## src/rtl/heston_path_sequencer.sv

```systemverilog
// heston_path_sequencer: drives one double_core Monte-Carlo engine through its
// reset / seed-load / kick sequence, waits out the pipeline fill, then counts
// steps and paths on the free-running price stream and captures the terminal
// Price1/Price2 of every path.
// Optional feature macro: HESTON_SEQ_STEP_STREAM_EN adds step_valid/step_idx.
module heston_path_sequencer #(
    parameter int unsigned STEPS_PER_PATH = 1464,
    parameter int unsigned LAUNCH_LAT     = 6,
    parameter int unsigned PATH_W         = 16,
    parameter int unsigned STEP_W         = 11
) (
    input  logic              clk,
    input  logic              rst_n,
    input  logic              start,
    input  logic              abort,
    input  logic [PATH_W-1:0] num_paths,
    input  logic [31:0]       price1_in,
    input  logic [31:0]       price2_in,
    output logic              core_rst,
    output logic              core_en,
    output logic              busy,
    output logic              done,
    output logic              aborted,
`ifdef HESTON_SEQ_STEP_STREAM_EN
    output logic              step_valid,
    output logic [STEP_W-1:0] step_idx,
`endif
    output logic              path_valid,
    output logic [31:0]       path_price1,
    output logic [31:0]       path_price2,
    output logic [PATH_W-1:0] path_idx
);

    // Phase counter covers both the 2-cycle LOAD and the LAUNCH_LAT-cycle WAIT.
    localparam int unsigned CNT_W = (LAUNCH_LAT < 3) ? 1 : $clog2(LAUNCH_LAT);

    typedef enum logic [2:0] {
        S_IDLE, S_RST, S_LOAD, S_KICK, S_WAIT, S_RUN, S_DONE
    } state_t;

    state_t              state, state_nxt;
    logic [CNT_W-1:0]    phase_cnt, phase_nxt;
    logic [STEP_W-1:0]   step_cnt, step_nxt;
    logic [PATH_W-1:0]   path_cnt, path_nxt;
    logic [PATH_W-1:0]   num_q;
    logic                ab_flag, ab_nxt;
    logic                accept, capture, done_nxt, aborted_nxt;

    // State, counters and run bookkeeping.
    always_ff @(posedge clk or negedge rst_n) begin
        if (!rst_n) begin
            state     <= S_IDLE;
            phase_cnt <= '0;
            step_cnt  <= '0;
            path_cnt  <= '0;
            num_q     <= '0;
            ab_flag   <= 1'b0;
        end else begin
            state     <= state_nxt;
            phase_cnt <= phase_nxt;
            step_cnt  <= step_nxt;
            path_cnt  <= path_nxt;
            ab_flag   <= ab_nxt;
            if (accept) num_q <= num_paths;
        end
    end

    // Next-state, counter and strobe decode; abort overrides everything after IDLE.
    always_comb begin
        state_nxt   = state;
        phase_nxt   = phase_cnt;
        step_nxt    = step_cnt;
        path_nxt    = path_cnt;
        ab_nxt      = ab_flag;
        accept      = 1'b0;
        capture     = 1'b0;
        done_nxt    = 1'b0;
        aborted_nxt = aborted;
        case (state)
            S_IDLE: begin
                if (start) begin
                    aborted_nxt = 1'b0;
                    ab_nxt      = 1'b0;
                    if (num_paths != '0) begin
                        accept    = 1'b1;
                        state_nxt = S_RST;
                    end else begin
                        done_nxt  = 1'b1;
                    end
                end
            end
            S_RST: begin
                phase_nxt = '0;
                state_nxt = S_LOAD;
            end
            S_LOAD: begin
                if (phase_cnt == CNT_W'(1)) begin
                    phase_nxt = '0;
                    state_nxt = S_KICK;
                end else begin
                    phase_nxt = phase_cnt + CNT_W'(1);
                end
            end
            S_KICK: begin
                phase_nxt = '0;
                state_nxt = S_WAIT;
            end
            S_WAIT: begin
                if (phase_cnt == CNT_W'(LAUNCH_LAT - 1)) begin
                    phase_nxt = '0;
                    step_nxt  = '0;
                    path_nxt  = '0;
                    state_nxt = S_RUN;
                end else begin
                    phase_nxt = phase_cnt + CNT_W'(1);
                end
            end
            S_RUN: begin
                if (step_cnt == STEP_W'(STEPS_PER_PATH - 1)) begin
                    capture  = 1'b1;
                    step_nxt = '0;
                    path_nxt = path_cnt + PATH_W'(1);
                    if (path_cnt == num_q - PATH_W'(1)) state_nxt = S_DONE;
                end else begin
                    step_nxt = step_cnt + STEP_W'(1);
                end
            end
            S_DONE: begin
                done_nxt    = 1'b1;
                aborted_nxt = ab_flag;
                state_nxt   = S_IDLE;
            end
            default: state_nxt = S_IDLE;
        endcase
        if (abort && state != S_IDLE && state != S_DONE) begin
            state_nxt = S_DONE;
            capture   = 1'b0;
            ab_nxt    = 1'b1;
        end
    end

    // Registered outputs, decoded from the next state so they align with it.
    always_ff @(posedge clk or negedge rst_n) begin
        if (!rst_n) begin
            core_rst    <= 1'b1;
            core_en     <= 1'b0;
            busy        <= 1'b0;
            done        <= 1'b0;
            aborted     <= 1'b0;
            path_valid  <= 1'b0;
            path_price1 <= '0;
            path_price2 <= '0;
            path_idx    <= '0;
        end else begin
            core_rst   <= !(state_nxt == S_KICK || state_nxt == S_WAIT || state_nxt == S_RUN);
            core_en    <= (state_nxt == S_LOAD || state_nxt == S_KICK);
            busy       <= (state_nxt != S_IDLE);
            done       <= done_nxt;
            aborted    <= aborted_nxt;
            path_valid <= capture;
            if (capture) begin
                path_price1 <= price1_in;
                path_price2 <= price2_in;
                path_idx    <= path_cnt;
            end
        end
    end

`ifdef HESTON_SEQ_STEP_STREAM_EN
    // Per-step strobe: high for every RUN cycle, carrying that cycle's step count.
    always_ff @(posedge clk or negedge rst_n) begin
        if (!rst_n) begin
            step_valid <= 1'b0;
            step_idx   <= '0;
        end else begin
            step_valid <= (state_nxt == S_RUN);
            step_idx   <= (state_nxt == S_RUN) ? step_nxt : '0;
        end
    end
`endif

endmodule
```

## config.mk

```make
export PLATFORM = sky130hd
export DESIGN_NAME = heston_path_sequencer
export DESIGN_NICKNAME = d
export VERILOG_FILES = /design/src/rtl/heston_path_sequencer.sv
export SDC_FILE = /design/constraint.sdc
export NUM_CORES = 1
export LEC_CHECK = 0
export ABC_AREA = 1
export CAP_MARGIN = 20
export CORE_ASPECT_RATIO = 1.2
export CORE_MARGIN = 3
export CORE_UTILIZATION = 35
export DETAILED_ROUTE_END_ITERATION = 10
export SYNTH_ARGS = -nofsm -noshare
export SYNTH_HDL_FRONTEND = slang
export SYNTH_SLANG_ARGS = --single-unit
```

## constraint.sdc

```tcl
create_clock -name clk -period 4.21 [get_ports clk]
set_clock_uncertainty 0.2 [all_clocks]
set_input_delay 1.0525 -clock clk [delete_from_list [all_inputs] [get_ports clk]]
set_output_delay 1.0525 -clock clk [all_outputs]
set_load 0.005 [all_outputs]
```

After elaboration in Yosys (flattened, before gate mapping)
Cells that the tools add are included.
- register bits: 136
- latch bits: 0
- bits in writable memories: 0
- ROM bits: 0
- input port bits: 84
- output and inout port bits: 86
- memories: 0
- add/subtract/negate cells: 4
- multiply operators: 0
- divide/modulo/power cells: 0
- magnitude comparators: 0
- equal/unequal tests: 18
- shifts and indexed selects: 0
- multiplexer cells: 30
- bitwise gates (word level): 0
- reduce and logical (&&, ||, !) cells: 20
- operator list (kind ; count):
    $mux 16 ; 2
    $pmux 16 s2 ; 1
    $mux 3 ; 9
    $mux 11 ; 2
    $pmux 11 s2 ; 1
    $eq 3x3->1 const B ; 6
    $pmux 3 s6 ; 1
    $add 16x1->16 const B ; 1
    $eq 16x16->1 ; 1
    $reduce_bool 16->1 ; 1
    $sub 16x1->16 const B ; 1
    $eq 3x2->1 const B ; 4
    $add 11x1->11 const B ; 1
    $eq 11x11->1 const B ; 1
    $mux 1 ; 11
    $pmux 3 s3 ; 1
    $reduce_bool 3->1 ; 3
    $reduce_bool 2->1 ; 4
    $eq 3x1->1 const B ; 2
    $ne 2x2->1 const B ; 3
    $reduce_and 2->1 ; 3
    $pmux 1 s2 ; 2
    $add 3x1->3 const B ; 1
    $logic_not 3->1 ; 1
    other kinds (6) ; 9

Logic depth before layout (Yosys ltp)
Gate-level depths: netlist of the first run.
- depth in word-level cells: 10
- mapped depth: 17

Least setup slack after synthesis of the first run
No wires, ideal clock.
- kind: input -> register
- start: in num_paths[0]
- end: reg core_rst
- arrival: 2192 ps
- data required time: 3952 ps
- path slack: 1760 ps
- stages: 8
- buffers on the path: 0
- path through: or2_2 -> nor4_2 -> a21oi_1 -> nor3_1 -> nand2_1 -> nand3_1 -> nand2_1 -> inv_1
- cells in the longest elaborated chain, start to end: 9
- elaborated cells on any way between the ends: 11
- ends and longest elaborated chain (item ; RTL line ; text):
    from (decl) ; 16 ; input logic [PATH_W-1:0] num_paths,
    $reduce_bool 16->1 (*) ; 84 ; if (num_paths != '0) begin
    $mux 3 (*) ; 84 ;
    $mux 3 (*) ; 81 ; if (start) begin
    $pmux 3 s6 (*) ; 79 ; case (state)
    $mux 3 (*) ; 135 ; if (abort && state != S_IDLE && state != S_DONE) begin
    $eq 3x2->1 / $eq 3x3->1 (equally long branches) ; 155 ; core_rst <= !(state_nxt == S_KICK || state_nxt == S_WAIT || state_nxt == S_RUN);
    $logic_or 1x1->1 ; 155 ;
    $logic_or 1x1->1 (*) ; 155 ;
    $logic_not 1->1 (*) ; 155 ;
    to (signal assigned) ; 155 ;
    to (decl) ; 19 ; output logic core_rst,
Mark *: on every way between the ends. The rest lies on a longest branch, timed or not.
A chain may end at the register's enable or synchronous reset.

Final worst setup path of the first run
- start: in num_paths[8]
- end: reg core_rst
The elaborated chain is that of the path after synthesis.

==> flow_metrics.tcl, run 1 <==
set metrics [dict create \
    status "finished clean" \
    p_leak_nw 4.252 \
    ys_warn_count 0 \
    nets 1063 \
    setup_slack_ns 1.437 \
    slew_violations 0 \
    syn-cell-area_um2 6379 \
    rsz0062_at_grt "no" \
    first_pass_iters 4 \
    ant_nets 0 \
    place_hpwl_um 12190 \
    multi_input_area_um2 2550 \
    switchingPower_mw 1.344 \
    cts_sinks 136 \
    ir_drop_mv 0.2791 \
    comb_power_share 0.258 \
    tritoncts "yes" \
    drt_iter0_markers 256 \
    synthCells 801 \
    power_density_nw_per_um2 472.7 \
    fin_crit_ns 2.773 \
    overflow 0 \
    htreeDepth 4 \
    p_int_mw 2.840 \
    clkPwrFrac 0.347 \
    via_count 5618 \
    hold_end "path_price2[6]" \
    core_area_um2 17710 \
    cts-resized-gates 0 \
    drive_gt1_frac 0.06079 \
    drc 0 \
    setup_viol_count_final 0 \
    hold_buffers 0 \
    cpMaxStageDelayCell "clkdlybuf4s50_1" \
    fin_crit_sh 0.6586 \
    endpoint_kind "flip-flop" \
    critPathLaunchType "input pin" \
    timing.rr.end "path_cnt[8]" \
    fin_tns_setup_ns 0 \
    relSlewSlack 0.5115 \
    num_rows 53 \
    maxCapViolCount 0 \
    drt-total-wl_um 16910 \
    routedWlPerCell_um 14.01 \
    root_buffer "clkbuf_16" \
    crit_arrival_ns 2.93 \
    critical_path_class "in2reg" \
    cts_buffers 17 \
    cp.required_ns 4.37 \
    cp_top_family "simple AND/OR/NAND/NOR gates" \
    seq_area_frac_synth 0.5337 \
    fillers 1754 \
    reg2reg_slack_ns 1.73 \
    min-delay-start "path_price2[6]" \
    ff2ff_path_depth 10 \
    clk_latency_ns 0.41 \
    area_growth_pct 38.76 \
    p_seq_frac 0.395 \
    die_y_um 153.9 \
    place.gp.congestion 0.8343 \
    finalCoreUtilization 0.4999 \
    yosys_most_used_dff "dfrtp_1" \
    antenna_found_initial 0 \
    grtUsageTotal 0.1733 \
    final_cell_mix "nand2_1 (340), clkdlybuf4s50_1 (168), dfrtp_1 (135)" \
    regArea_um2 3405 \
    clk_path_buf_depth 2 \
    final_hold_viol_count 0 \
    ios 170 \
    die_w_um 129.2 \
    path_buf_inv 3 \
    r2r_start "state[0]" \
    slowest_delay_ns 0.43 \
    numPortBuffers 169 \
    p_sw_frac 0.3212 \
    worst_pin_slew_ns 0.7327 \
    final_common_cell "nand2_1" \
    grt_pass1_vias 5404 \
    avgSynthCellArea_um2 7.963 \
    hold_ws_ns 0.2684 \
    diodes 0 \
    place_ws_ns 0.9867 \
    synth-edff-count 0 \
    crit_fanout 23 \
    hold_depth 2 \
    cp_cell_sequence "clkdlybuf4s50_1, nor2_1, nand3_1, nor4_1, a21oi_1, buf_4, nor3_1, nand2_1, nand3_1, nand2_1, inv_1" \
    async_flop_share 1.000 \
    hp-class "reg2reg" \
    syn-num-nets 890 \
    cts_setup_buffers 0 \
    fin_total_pwr_mw 4.184 \
    via_per_inst 4.655 \
    grt_max_degree 74 \
    initial_utilization 0.3603 \
    dieArea_um2 19890 \
    clk_pin_slew_worst_paths_ns 0.06 \
    synth-seq-cells 136 \
    grt_pass1_wl_um 27520 \
    max_clock_freq_ghz 0.3607 \
    yosysUniqueCellTypes 40 \
]
cells in the mapped netlist (2+ instances only):
library cell,instances,share of area
nand2_1,340,0.20
dfrtp_1,135,0.53
inv_1,69,0.041
nor2_1,55,0.032
nand3_1,31,0.024
o21ai_0,29,0.023
o21ai_1,19,0.015
a21oi_1,17,0.013
nor3_1,13,0.010
buf_4,11,0.013
xor2_1,9,0.012
nand4_1,7,0.0069
inv_2,6,0.0035
o22ai_1,6,0.0059
buf_2,5,0.0039
clkbuf_1,5,0.0029
ha_1,5,0.0098
xnor2_1,5,0.0069
nor4_1,4,0.0039
nand3b_1,3,0.0035
nor2_2,3,0.0029
nor2_4,3,0.0053
nand2_2,2,0.0020
nand3_2,2,0.0031
or2_2,2,0.0020
metal layers:
layer | global-route usage | vias up | share of wire | routed length, um
met4 | 0.05403 | 0 | 0.015 | 257
met5 | 0 | - | 0 | 0
met3 | 0.03996 | 21 | 0.061 | 1038
met1 | 0.2250 | 2571 | 0.45 | 7584
met2 | 0.2866 | 156 | 0.47 | 8032
li1 | - | 2870 | - | -
metrics by stage:
step	instance area (um^2)	instances
2_1_floorplan	6379	801
3_3_place_gp	8277	1175
3_5_place_dp	8277	1175
4_1_cts	8851	1207
5_1_grt	8851	1207
6_report	8851	1207
logic make-up after synthesis:
logic type	synth area share
compound gates	0.06689
xor+xnor	0.01922
fa+ha+maj	0.009808
buf+inv	0.06650
flops	0.5337
simple gates	0.3038
layout make-up:
type,count,share of cell area
clock inverter,12,0.01442
tap,220,0.03110
timing repair buffer,177,0.1995
inverter,75,0.03181
multi-input combinational,567,0.2881
clock buffer,20,0.05047
sequential,136,0.3846
flip-flops by register name (all words and copies together), names as in the netlist:
name,flops
ab_flag,1
aborted,1
busy,1
core_en,1
core_rst,1
done,1
num_q,16
path_cnt,16
path_idx,16
path_price1,32
path_price2,32
path_valid,1
phase_cnt,3
state,3
step_cnt,11
power by group through the flow:
stage	clock network [mW]	logic (mW)	registers, mW
6_report	1.45	1.08	1.65
5_1_grt	1.55	1.25	1.68
4_1_cts	1.49	1.10	1.66
3_5_place_dp	0	1.09	1.68
3_3_place_gp	0	1.08	1.67
2_1_floorplan	0	0.703	1.64
worst register-to-register path, cell delays in order (launching register included):
cell and delay [ns]:
dfrtp_1 0.42, nor2_1 0.15, nand2_1 0.09, inv_1 0.08
nand3_1 0.42, nand2_2 0.44, nand3_2 0.17, nor2_2 0.19
nand3_1 0.09, nand2_1 0.07, nor2_1 0.06
worst max-delay path by stage:
stage                             from  endpoint  slack [ns]  cells past startpoint
after detailed placement  num_paths[8]  core_rst        0.99                     11
after global routing      num_paths[9]  core_rst        1.23                     11
final                     num_paths[8]  core_rst        1.44                     11
after global placement    num_paths[9]  core_rst        1.03                     11
after CTS                 num_paths[8]  core_rst        1.42                     11
after floorplan           num_paths[0]  core_rst        1.76                      8
(Power assumes the default switching activity.)
==> run 2, diff against run 1 <==
==> constraint.sdc (replaced) <==
create_clock -name clk -period 2.6 [get_ports clk]
set_clock_uncertainty 0.2 [all_clocks]
set_input_delay 0.65 -clock clk [delete_from_list [all_inputs] [get_ports clk]]
set_output_delay 0.65 -clock clk [all_outputs]
set_load 0.005 [all_outputs]
==> flow_metrics.tcl, run 2 (synthesis results as in run 1) <==
set metrics [dict create \
    status "finished clean" \
    endpoint_kind "primary output" \
    hold_depth 2 \
    relSlewSlack 0.6209 \
    place_ws_ns 0.03377 \
    power_density_nw_per_um2 771.4 \
    final_common_cell "nand2_1" \
    drive_gt1_frac 0.07121 \
    root_buffer "clkbuf_16" \
    stdcell_area_um2 9026 \
    maxCapViolCount 0 \
    setup_viol_count_final 0 \
    antenna_found_initial 0 \
    grt_pass1_vias 5509 \
    cts_setup_buffers 0 \
    grt_pass1_wl_um 27430 \
    place_area_um2 8414 \
    fin_crit_sh 0.8857 \
    nets 1074 \
    critPathLaunchType "flip-flop" \
    grtUsageTotal 0.1731 \
    clk_latency_ns 0.41 \
    max_clock_freq_ghz 0.4342 \
    cp_cell_sequence "clkdlybuf4s50_1" \
    final_hold_viol_count 0 \
    cts-resized-gates 0 \
    hp-class "reg2reg" \
    area_growth_pct 41.51 \
    first_pass_iters 5 \
    min-delay-start "path_price1[25]" \
    cp_top_family "flip-flops" \
    dieArea_um2 19890 \
    hold_buffers 1 \
    grt_max_degree 54 \
    p_leak_nw 4.347 \
    drt_iter0_markers 422 \
    fin_tns_setup_ns 0 \
    hold_end "path_price1[25]" \
    tritoncts "yes" \
    cpMaxStageDelayCell "dfstp_2" \
    worst_pin_slew_ns 0.5643 \
    htreeDepth 4 \
    overflow 0 \
    drt-total-wl_um 16910 \
    drc 0 \
    crit_arrival_ns 1.45 \
    fin_crit_ns 2.303 \
    path_depth 1 \
    critical_path_class "reg2out" \
    routedWlPerCell_um 13.89 \
    ant_nets 0 \
    rsz0062_at_grt "no" \
    path_buf_inv 1 \
    ios 170 \
    cp.required_ns 1.75 \
    place_hpwl_um 12460 \
    setup_slack_ns 0.2971 \
    crit_fanout 1 \
    timing.rr.end "core_rst" \
    reg.largest.list "path_price1 (32), path_price2 (32)" \
    die_y_um 153.9 \
    final_cell_mix "nand2_1 (340), clkdlybuf4s50_1 (168), dfrtp_1 (135)" \
    slowest_delay_ns 0.53 \
    r2r_start "num_q[0]" \
    via_count 5629 \
    diodes 0 \
    clk_path_buf_depth 2 \
    die_w_um 129.2 \
    reg2reg_slack_ns 0.30 \
    slew_violations 0 \
    ir_drop_mv 0.4414 \
    ff2ff_path_depth 15 \
    cts_buffers 17 \
    core_area_um2 17710 \
    via_per_inst 4.625 \
    place.gp.congestion 0.8735 \
    initial_utilization 0.3603 \
    numPortBuffers 169 \
    clk_pin_slew_worst_paths_ns 0.06 \
    fillers 1722 \
    cts_sinks 136 \
    num_rows 53 \
]
-- run 2: worst reg2reg max path, cell delays in order, from the launching register on --
cell     delay (ns)
dfrtp_1        0.38
inv_1          0.12
ha_1           0.20
nand2_1        0.18
nor2_4         0.21
nand2_1        0.07
nand2_1        0.07
nand2_1        0.04
nor2_1         0.14
nand3_1        0.14
nor2_1         0.11
nand2_1        0.11
nand2_1        0.10
nand3_1        0.07
nand2_1        0.06
inv_1          0.04
-- run 2: how the worst max path moves through the flow --
stage / from / end
after floorplan: num_paths[0] / core_rst
after global placement: num_paths[0] / busy
after detailed placement: num_paths[0] / num_q[13]
after CTS: core_rst / core_rst
after global routing: num_q[0] / core_rst
final: core_rst / core_rst
-- run 2: power by group --
part	internal (mW)	total (mW)	switching, mW
clock	1.51	2.46	0.945
combinational	0.814	1.83	1.02
sequential	2.42	2.68	0.258
total	4.74	6.96	2.22
-- run 2: routing by layer --
metal / GRT usage / share of wire / vias up / routed length (um)
li1: - / - / 2882 / -
met1: 0.2208 / 0.45 / 2563 / 7603
met2: 0.2880 / 0.47 / 163 / 7928
met3: 0.04239 / 0.065 / 21 / 1103
met4: 0.05503 / 0.016 / 0 / 270
met5: 0 / 0 / - / 0
-- run 2: cell type report --
class	instances	area, um^2	share of cell area
Clock inverter	14	176.4	0.01955
Tap cell	220	275.3	0.03050
Inverter	75	281.5	0.03119
Clock buffer	17	425.4	0.04713
Sequential cell	136	3405	0.3772
Timing Repair Buffer	188	1913	0.2119
Multi-Input combinational cell	567	2550	0.2825
-- run 2: stage by stage --
stage,std cells,hold WS [ns],power (mW),utilization
floorplan,801,0.1544,3.797,-
global placement,1185,0.2528,4.533,0.4752
detailed placement,1185,0.2570,4.562,0.4752
CTS,1217,0.2729,7.060,0.5098
global route,1217,0.2869,7.463,0.5098
finish,1217,0.2681,6.962,0.5098
